$ cat src/rtl/alu_gen_pkg.sv
// alu_gen_pkg: opcode, sequencer-phase and shift-mode constants shared by
// the alu_gen top level and its multiplier.
package alu_gen_pkg;

  // Opcodes carried in instruction[7:5]
  localparam logic [2:0] OP_ADD   = 3'b000;
  localparam logic [2:0] OP_SUB   = 3'b001;
  localparam logic [2:0] OP_NAND  = 3'b010;
  localparam logic [2:0] OP_SHIFT = 3'b011;
  localparam logic [2:0] OP_LD    = 3'b100;
  localparam logic [2:0] OP_ST    = 3'b101;
  localparam logic [2:0] OP_MUL   = 3'b110;
  localparam logic [2:0] OP_ADC   = 3'b111;

  // Sequencer phases driven by the CPU core
  localparam logic [1:0] FETCH  = 2'b00;
  localparam logic [1:0] DECODE = 2'b01;
  localparam logic [1:0] EXEC_A = 2'b10;
  localparam logic [1:0] EXEC_B = 2'b11;

  // instruction[4:0] value selecting a right shift; any other value shifts left
  localparam logic [4:0] SHIFT_RIGHT_CODE = 5'h1F;

  // Opcodes that produce a result in EXEC_A and write it back in EXEC_B
  function automatic logic is_alu_op(input logic [2:0] op);
    return (op == OP_ADD) || (op == OP_SUB) || (op == OP_NAND) ||
           (op == OP_SHIFT) || (op == OP_ADC);
  endfunction

endpackage

$ cat src/rtl/alu_gen_mul.sv
// alu_gen_mul: iterative WIDTH x WIDTH unsigned shift-add multiplier.
// Handshake: i_start is accepted only while o_busy is low; o_busy then stays
// high for exactly WIDTH cycles. o_done is high in the final busy cycle, and
// o_product carries the complete product in that same cycle, so the parent
// can capture it on the edge where o_busy falls. o_cnt exposes the
// remaining-iteration counter for observation.
module alu_gen_mul
  import alu_gen_pkg::*;
#(
  parameter int WIDTH = 8,
  localparam int CW = $clog2(WIDTH + 1)
) (
  input  logic               i_clk,
  input  logic               i_rst_n,
  input  logic               i_start,
  input  logic [WIDTH-1:0]   i_a,
  input  logic [WIDTH-1:0]   i_b,
  output logic               o_busy,
  output logic               o_done,
  output logic [2*WIDTH-1:0] o_product,
  output logic [CW-1:0]      o_cnt
);

  logic [2*WIDTH-1:0] r_mcand;
  logic [2*WIDTH-1:0] r_prod;
  logic [WIDTH-1:0]   r_mplier;
  logic [CW-1:0]      r_cnt;
  logic               r_busy;
  logic [2*WIDTH-1:0] w_prod_next;

  // Partial product after the current iteration's conditional add
  assign w_prod_next = r_prod + (r_mplier[0] ? r_mcand : '0);

  // Load operands on start, then one shift-add step per cycle for WIDTH cycles
  always_ff @(posedge i_clk) begin
    if (!i_rst_n) begin
      r_mcand  <= '0;
      r_prod   <= '0;
      r_mplier <= '0;
      r_cnt    <= '0;
      r_busy   <= 1'b0;
    end else if (i_start && !r_busy) begin
      r_mcand  <= {{WIDTH{1'b0}}, i_a};
      r_prod   <= '0;
      r_mplier <= i_b;
      r_cnt    <= CW'(WIDTH);
      r_busy   <= 1'b1;
    end else if (r_busy) begin
      r_prod   <= w_prod_next;
      r_mcand  <= r_mcand << 1;
      r_mplier <= r_mplier >> 1;
      r_cnt    <= r_cnt - CW'(1);
      if (r_cnt == CW'(1)) begin
        r_busy <= 1'b0;
      end
    end
  end

  assign o_busy    = r_busy;
  assign o_done    = r_busy && (r_cnt == CW'(1));
  assign o_product = w_prod_next;
  assign o_cnt     = r_cnt;

endmodule

$ cat src/rtl/alu_gen.sv
// alu_gen: WIDTH-bit accumulator ALU for the four-phase CPU sequencer.
// Results and flags land in latch at the end of EXEC_A and are written back
// to acc at the end of EXEC_B. Optional feature macro: ALU_MUL_EN adds the
// iterative multiplier (opcode 110), prod_hi and busy; without it opcode 110
// is a NOP and busy/prod_hi are tied low.
module alu_gen
  import alu_gen_pkg::*;
#(
  parameter int WIDTH = 8
) (
  input  logic             tclk,
  input  logic             reset_n,
  input  logic [7:0]       instruction,
  input  logic [1:0]       state,
  input  logic [WIDTH-1:0] d_in,
  output logic [WIDTH-1:0] d_out,
  output logic             d_oe,
  output logic [WIDTH-1:0] acc,
  output logic [WIDTH-1:0] latch,
  output logic [WIDTH-1:0] prod_hi,
  output logic             c,
  output logic             z,
  output logic             n,
  output logic             v,
  output logic             busy
);

  logic [WIDTH-1:0] r_acc;
  logic [WIDTH-1:0] r_latch;
  logic             r_c;
  logic             r_z;
  logic             r_n;
  logic             r_v;

  logic [2:0]       w_op;
  logic [WIDTH:0]   w_sum;
  logic [WIDTH:0]   w_diff;
  logic [WIDTH-1:0] w_res;
  logic             w_c;
  logic             w_v;
  logic             w_busy;

  assign w_op = instruction[7:5];

  // Carry-in only participates for ADC; the extra MSB of each sum is carry/borrow
  assign w_sum  = {1'b0, r_acc} + {1'b0, d_in} +
                  {{WIDTH{1'b0}}, (w_op == OP_ADC) & r_c};
  assign w_diff = {1'b0, r_acc} - {1'b0, d_in};

`ifdef ALU_MUL_EN
  localparam int CW = $clog2(WIDTH + 1);

  logic [WIDTH-1:0]   r_prod_hi;
  logic               r_wb_pend;
  logic               w_mul_start;
  logic               w_mul_done;
  logic [2*WIDTH-1:0] w_mul_prod;
  logic [CW-1:0]      w_mul_cnt;

  assign w_mul_start = (state == EXEC_A) && (w_op == OP_MUL) && !w_busy;

  alu_gen_mul #(.WIDTH(WIDTH)) u_mul (
    .i_clk     (tclk),
    .i_rst_n   (reset_n),
    .i_start   (w_mul_start),
    .i_a       (r_acc),
    .i_b       (d_in),
    .o_busy    (w_busy),
    .o_done    (w_mul_done),
    .o_product (w_mul_prod),
    .o_cnt     (w_mul_cnt)
  );

  assign prod_hi = r_prod_hi;
`else
  assign w_busy  = 1'b0;
  assign prod_hi = '0;
`endif

  // Single-cycle result and carry/overflow for the ALU opcodes
  always_comb begin
    w_res = '0;
    w_c   = 1'b0;
    w_v   = 1'b0;
    case (w_op)
      OP_ADD, OP_ADC: begin
        w_res = w_sum[WIDTH-1:0];
        w_c   = w_sum[WIDTH];
        w_v   = (r_acc[WIDTH-1] == d_in[WIDTH-1]) &&
                (w_sum[WIDTH-1] != r_acc[WIDTH-1]);
      end
      OP_SUB: begin
        w_res = w_diff[WIDTH-1:0];
        w_c   = w_diff[WIDTH];
        w_v   = (r_acc[WIDTH-1] != d_in[WIDTH-1]) &&
                (w_diff[WIDTH-1] != r_acc[WIDTH-1]);
      end
      OP_NAND: begin
        w_res = ~(r_acc & d_in);
      end
      OP_SHIFT: begin
        if (instruction[4:0] == SHIFT_RIGHT_CODE) begin
          w_res = {1'b0, r_acc[WIDTH-1:1]};
          w_c   = r_acc[0];
        end else begin
          w_res = {r_acc[WIDTH-2:0], 1'b0};
          w_c   = r_acc[WIDTH-1];
        end
      end
      default: begin
      end
    endcase
  end

  // Register updates: EXEC_A compute/LD, EXEC_B write-back, multiply completion
  always_ff @(posedge tclk) begin
    if (!reset_n) begin
      r_acc   <= '0;
      r_latch <= '0;
      r_c     <= 1'b0;
      r_z     <= 1'b0;
      r_n     <= 1'b0;
      r_v     <= 1'b0;
`ifdef ALU_MUL_EN
      r_prod_hi <= '0;
      r_wb_pend <= 1'b0;
`endif
    end else begin
      if (state == EXEC_A && !w_busy) begin
        if (is_alu_op(w_op)) begin
          r_latch <= w_res;
          r_c     <= w_c;
          r_v     <= w_v;
          r_z     <= (w_res == '0);
          r_n     <= w_res[WIDTH-1];
        end else if (w_op == OP_LD) begin
          r_acc <= d_in;
        end
      end
      if (state == EXEC_B && !w_busy && is_alu_op(w_op)) begin
        r_acc <= r_latch;
      end
`ifdef ALU_MUL_EN
      if (w_mul_done) begin
        r_latch   <= w_mul_prod[WIDTH-1:0];
        r_prod_hi <= w_mul_prod[2*WIDTH-1:WIDTH];
        r_c       <= (w_mul_prod[2*WIDTH-1:WIDTH] != '0);
        r_z       <= (w_mul_prod == '0);
        r_n       <= 1'b0;
        r_v       <= 1'b0;
      end
      // Pending multiply write-back survives only while the sequencer holds EXEC_B
      if (w_mul_start) begin
        r_wb_pend <= 1'b1;
      end else if (state != EXEC_B) begin
        r_wb_pend <= 1'b0;
      end else if (!w_busy && r_wb_pend) begin
        r_acc     <= r_latch;
        r_wb_pend <= 1'b0;
      end
`endif
    end
  end

  assign acc   = r_acc;
  assign latch = r_latch;
  assign c     = r_c;
  assign z     = r_z;
  assign n     = r_n;
  assign v     = r_v;
  assign busy  = w_busy;
  assign d_out = r_acc;
  assign d_oe  = (state == EXEC_B) && (w_op == OP_ST);

endmodule

$ cat config.mk
export PLATFORM = sky130hd
export DESIGN_NAME = alu_gen
export DESIGN_NICKNAME = d
export VERILOG_FILES = /design/src/rtl/alu_gen_pkg.sv /design/src/rtl/alu_gen_mul.sv /design/src/rtl/alu_gen.sv
export SDC_FILE = /design/constraint.sdc
export NUM_CORES = 1
export LEC_CHECK = 0
export CAP_MARGIN = 40
export CORE_AREA = 5 5 72 74
export CTS_CLUSTER_DIAMETER = 50
export DETAILED_ROUTE_END_ITERATION = 8
export DIE_AREA = 0 0 77 79
export HOLD_SLACK_MARGIN = 0.06
export PLACE_DENSITY = 0.9
export SETUP_SLACK_MARGIN = 0.2
export SYNTH_ARGS = -nofsm -noshare
export SYNTH_HDL_FRONTEND = slang
export SYNTH_SLANG_ARGS = --single-unit
$ cat constraint.sdc
create_clock -name tclk -period 3.8 [get_ports tclk]
set_input_delay 0.57 -clock tclk [delete_from_list [all_inputs] [get_ports tclk]]
set_output_delay 0.57 -clock tclk [all_outputs]
set_load 0.05 [all_outputs]
### After elaboration in Yosys (flattened, before gate mapping)

Cells that the tools add are included.

* bits in registers: 20
* bits of input ports: 20
* output and inout bits: 38
* logic and storage cells: 50

* add/sub/neg operators: 3
* eq/ne operators: 14
* multiplexer cells: 9
* bitwise gates (word level): 3
* reduce and logical (&&, ||, !) cells: 15

Operators with widths (number)
* $mux 8: 5
* $pmux 8 s4: 1
* $add 8x8->9: 1
* $add 9x1->9: 1
* $eq 3x3->1 const B: 3
* $sub 8x8->9: 1
* $and 8x8->8: 1
* $logic_not 8->1: 1
* $not 8->8: 1
* $eq 3x2->1 const B: 2
* $eq 5x5->1 const B: 1
* $eq 2x2->1 const B: 2
* $logic_and 1x1->1: 4
* $logic_or 1x1->1: 4
* $reduce_bool 2->1: 2
* $eq 3x1->1 const B: 1
* $logic_not 3->1: 1
* $ne 1x1->1: 3
* $pmux 1 s3: 1
* $reduce_and 3->1: 1
* $ne 2x1->1 const B: 1
* $pmux 1 s2: 1
* $reduce_and 2->1: 1
* $reduce_or 2->1: 1
* other kinds (3): 3

### Depth between registers and ports, before layout

* depth after elaboration: 8
* depth in mapped cells: 12
* depth with buffers taken out: 11

### Least setup slack after synthesis

OpenSTA, ideal clock, no wires.

* path kind: input to register
* start: input port instruction[5]
* end: register r_z (netlist: z)
* setup time: 0.087 ns
* arrival: 2.964 ns
* required time: 3.713 ns
* setup slack: 0.749 ns
* stages on the path: 12
* buffers on the path: 2
* cells stage by stage: buf_6 > clkbuf_1 > and3_1 > fa_1 > fa_1 > nand2b_1 > a21oi_1 > a221oi_1 > xnor2_1 > a211oi_2 > nand2_1 > o31ai_1

* longest elaborated chain between the ends: 6
* elaborated cells between the ends (all ways): 15
* classes of those cells: add/sub (1); eq/ne (4); mux (1); bitwise (1); reduce/logical (8)

Ends and longest elaborated chain
* start, declared: line alu_gen.sv:13 `input logic [7:0] instruction,`
* branches (longest 6 deep; another with $add 9x1->9)
* end signal, assigned: line alu_gen.sv:134 `r_z <= (w_res == '0);`
* end, declared: line alu_gen.sv:31 `logic r_z;`

Several ways; the timed one is not identified.
A chain may end at the register's enable or synchronous reset.

### Worst setup path in the final report

* start: input port instruction[7]
* end: register r_z (netlist: z)

Same word-level chain as after synthesis.

==> metrics.md <==
| Metric | Value |
|---|---|
| Status | `finished clean` |
| Largest net degree at the start of global routing | `22` |
| Cell type with the largest total area after synthesis | `dfxtp_1` |
| Clock Root Buffer | `clkbuf_8` |
| First-pass GRT wire length | `10,100 um` |
| Clk_lat worst skew | `0.26 ns` |
| Register area | `380 um2` |
| Antenna diodes | `0` |
| RSZ-0062 raised after global routing | `false` |
| CP max FO | `5` |
| Clk pin slew, worst setup/hold paths | `0.07 ns` |
| Yosys cell types | `64` |
| Minimum clock period | `3.28 ns` |
| Complex-gate fraction of the synthesized area | `28.0%` |
| Hold Vio Cnt, Final | `0` |
| Congestion Overflow GR | `0` |
| Die span in y | `79 um` |
| Top_reg_cell synth | `dfxtp_1` |
| Synth Warn # | `0` |
| Area share of fa/ha/maj cells after synthesis | `12.2%` |
| TritonCTS clock tree | `yes` |
| Met2 usage | `33.4%` |
| Worst Skew | `0.00516 ns` |
| Max Slew Vio Count | `0` |
| Hold_buf cts | `0` |
| Max-Cap Viols | `0` |
| Area share of the largest cell type after synthesis | `17.8%` |
| Pwr dens | `272 nW/um2` |
| Fin nets | `335` |
| Post-synthesis mux area share | `7.22%` |
| Initial DRC count | `297` |
| Area delta synth->final | `20.5%` |
| Per-cell routed wire length | `17.6 um` |
| Final setup fails | `0` |
| TritonCTS Buffers | `3` |
| Hold crit path type | `reg -> reg` |
| Port Buffers | `48` |
| Remaining antenna violation count | `0` |
| Total GRT Usage | `20.2%` |
| Syn Area/Cell | `8.14 um2` |
| H-Tree Depth | `1` |
| Share of layout cells above drive strength 1 | `9.15%` |
| Hpwl dp | `4750 um` |
| Final GP Congestion | `0.911` |
| Lkg Pwr | `1.20 nW` |
| Final TNS setup | `0 ns` |
| Synthesis-stage register bit count | `19` |
| Fmax | `305 MHz` |
| Worst path most repeated cell | `fa_1` |
| Initial Util | `47.0%` |
| Chip width | `77 um` |
| Relative slew slack | `49.7%` |
| Overall power | `0.699 mW` |
| TritonRoute pass-1 iters | `4` |
| CP required | `3.97 ns` |
| DRT Wirelength | `6150 um` |
| DRC violations left | `0` |
| Vias in the first global route | `2,084` |
| Slowest-stage cell, CP | `clkdlybuf4s50_1` |
| Crit Path Class | `in -> reg` |
| Vias/cell | `6.00` |
| Worst EP arrival | `3.45 ns` |
| Worst setup SP type | `primary input` |
| Number of cell rows | `25` |
| Number of enable flip-flop cells after synthesis | `0` |
| Mapped Cells | `262` |
| XOR/XNOR Fraction of Synth Area | `2.05%` |
| Largest family of logic cells by synthesized area | `compound AO/OA/AOI/OAI gates` |
| Crit-path cells | `clkdlybuf4s50_1, and2_4, and3_1, fa_1, fa_1, nand2b_1, a21oi_1, a221oi_2, xnor2_1, a211oi_2, nand2_1, o31ai_1` |
| Sequential element share of the synthesized area | `17.8%` |
| Met3 Use GR | `4.54%` |
| Vias | `2,093` |
| Simple-gate share of the synthesized area | `19.5%` |
| Filler instances | `423` |
| Maximum vdd drop | `0.208 mV` |
| Grt met1 use | `25.0%` |
| CP endpoint kind | `flip-flop` |
| Area of the multi-input gates | `1510 um2` |
| Mapped Area | `2130 um2` |
| Asr flop ratio synth | `0%` |
| Max incr delay on CP | `0.42 ns` |
| Io pins | `58` |
| Worst slew pin tran | `0.752 ns` |
| Initial antenna violation count | `0` |
| CTS Sinks | `19` |
| Tcrit/Tclk final | `86.2%` |
| Die area | `6080 um2` |
| Dominant cells by area after synthesis | `dfxtp_1 18%, ha_1 9.4%, buf_4 6.7%, o211a_1 6.6%, mux2i_1 5.6%` |
| CORE AREA | `4540 um2` |
| Clk buf depth | `2` |
| Most crowded layer after global routing | `met2` |
[worst max-delay path, delay by kind of cell]
kind / cells / cell delay [ns]
fa+ha+maj: 2 / 0.84
xor+xnor: 1 / 0.12
buf+inv: 1 / 0.42
compound gates: 4 / 0.94
simple gates: 4 / 0.56
[kinds of logic after synthesis]
group / Yosys count
AOI/OAI and AO/OA: 79
xor gates and xnor gates: 5
adders and majority gates: 19
buffers and inverters: 46
DFF: 19
muxes: 14
other: 1
and+or+nand+nor: 79
[cell type report]
| cell class | instances | area share, % |
|---|---|---|
| Timing Repair Buffer | 52 | 19.9 |
| Inverter | 15 | 2.19 |
| Sequential cell | 19 | 14.8 |
| Tap cell | 54 | 2.63 |
| Multi-Input combinational cell | 205 | 58.8 |
| Clock buffer | 4 | 1.75 |
[registers in the layout (all words and copies together) (netlist names)]
| signal | cells |
|---|---|
| v | 1 |
| acc | 8 |
| c | 1 |
| latch | 8 |
| z | 1 |
[final timing paths]
| kind | to | from | slack [ns] | cells past startpoint |
|---|---|---|---|---|
| hold / removal | v | v | 0.48 | 2 |
| hold reg to reg | v | v | 0.48 | 2 |
| setup reg to reg | z | acc[0] | 1.10 | 10 |
| setup / recovery | z | instruction[7] | 0.52 | 12 |
[per-stage QoR]
stage | util (%) | instances | hold slack [ns] | setup WS [ns] | instance area (um2)
3_3_place_gp | 55.5 | 345 | 0.460 | 0.298 | 2520
5_1_grt | 56.7 | 349 | 0.489 | 0.338 | 2570
6_report | 56.7 | 349 | 0.476 | 0.523 | 2570
4_1_cts | 56.5 | 349 | 0.479 | 0.441 | 2560
3_5_place_dp | 55.5 | 345 | 0.470 | 0.179 | 2520
2_1_floorplan | - | 270 | 0.686 | 0.749 | 2160
[cell usage after synthesis, drive strengths merged, types with 3 or more instances]
cell and n:
a21o 3, a21oi 20, a221oi 3, and3 6, buf 26, clkbuf 4
dfxtp 19, fa 3, ha 16, inv 15, mux2i 12, nand2 25
nand2b 5, nand3 3, nor2 18, nor2b 4, nor3 5, o211a 14
o211ai 4, o21ai 12, o22ai 6, xnor2 3
[repair_timing]
item	in CTS	in global routing
resized for setup	0	1
endpoints found under the hold margin	0	0
buffers inserted	0	0
setup endpoints to repair	0	1
[per-layer routing]
layer	up-vias	part of all wire [%]
met5	-	0
met4	0	3.6
li1	991	-
met3	25	8.1
met1	971	41
met2	106	47
[placed cells by master (no fill, tap or decap), types with 3 or more instances in the layout]
cell type        instances
nor3_1                   5
inv_1                   15
nor2b_1                  3
and3_1                   5
ha_1                    16
o22ai_1                  6
o21ai_0                 11
clkbuf_8                 3
conb_1                   9
fa_1                     3
mux2i_1                 12
nor2_1                  17
dfxtp_1                 19
nand2b_1                 4
o211a_1                 14
a21oi_1                 18
o211ai_1                 4
clkdlybuf4s50_1         48
buf_4                    4
nand2_1                 25
xnor2_1                  3
[report_power, final]
| part | internal (mW) | total [mW] | switching (mW) |
|---|---|---|---|
| logic | 0.122 | 0.325 | 0.203 |
| registers | 0.210 | 0.229 | 0.0185 |
| clock network | 0.0747 | 0.145 | 0.0702 |
| total | 0.407 | 0.699 | 0.292 |
Power figures use the tool's default switching activity.
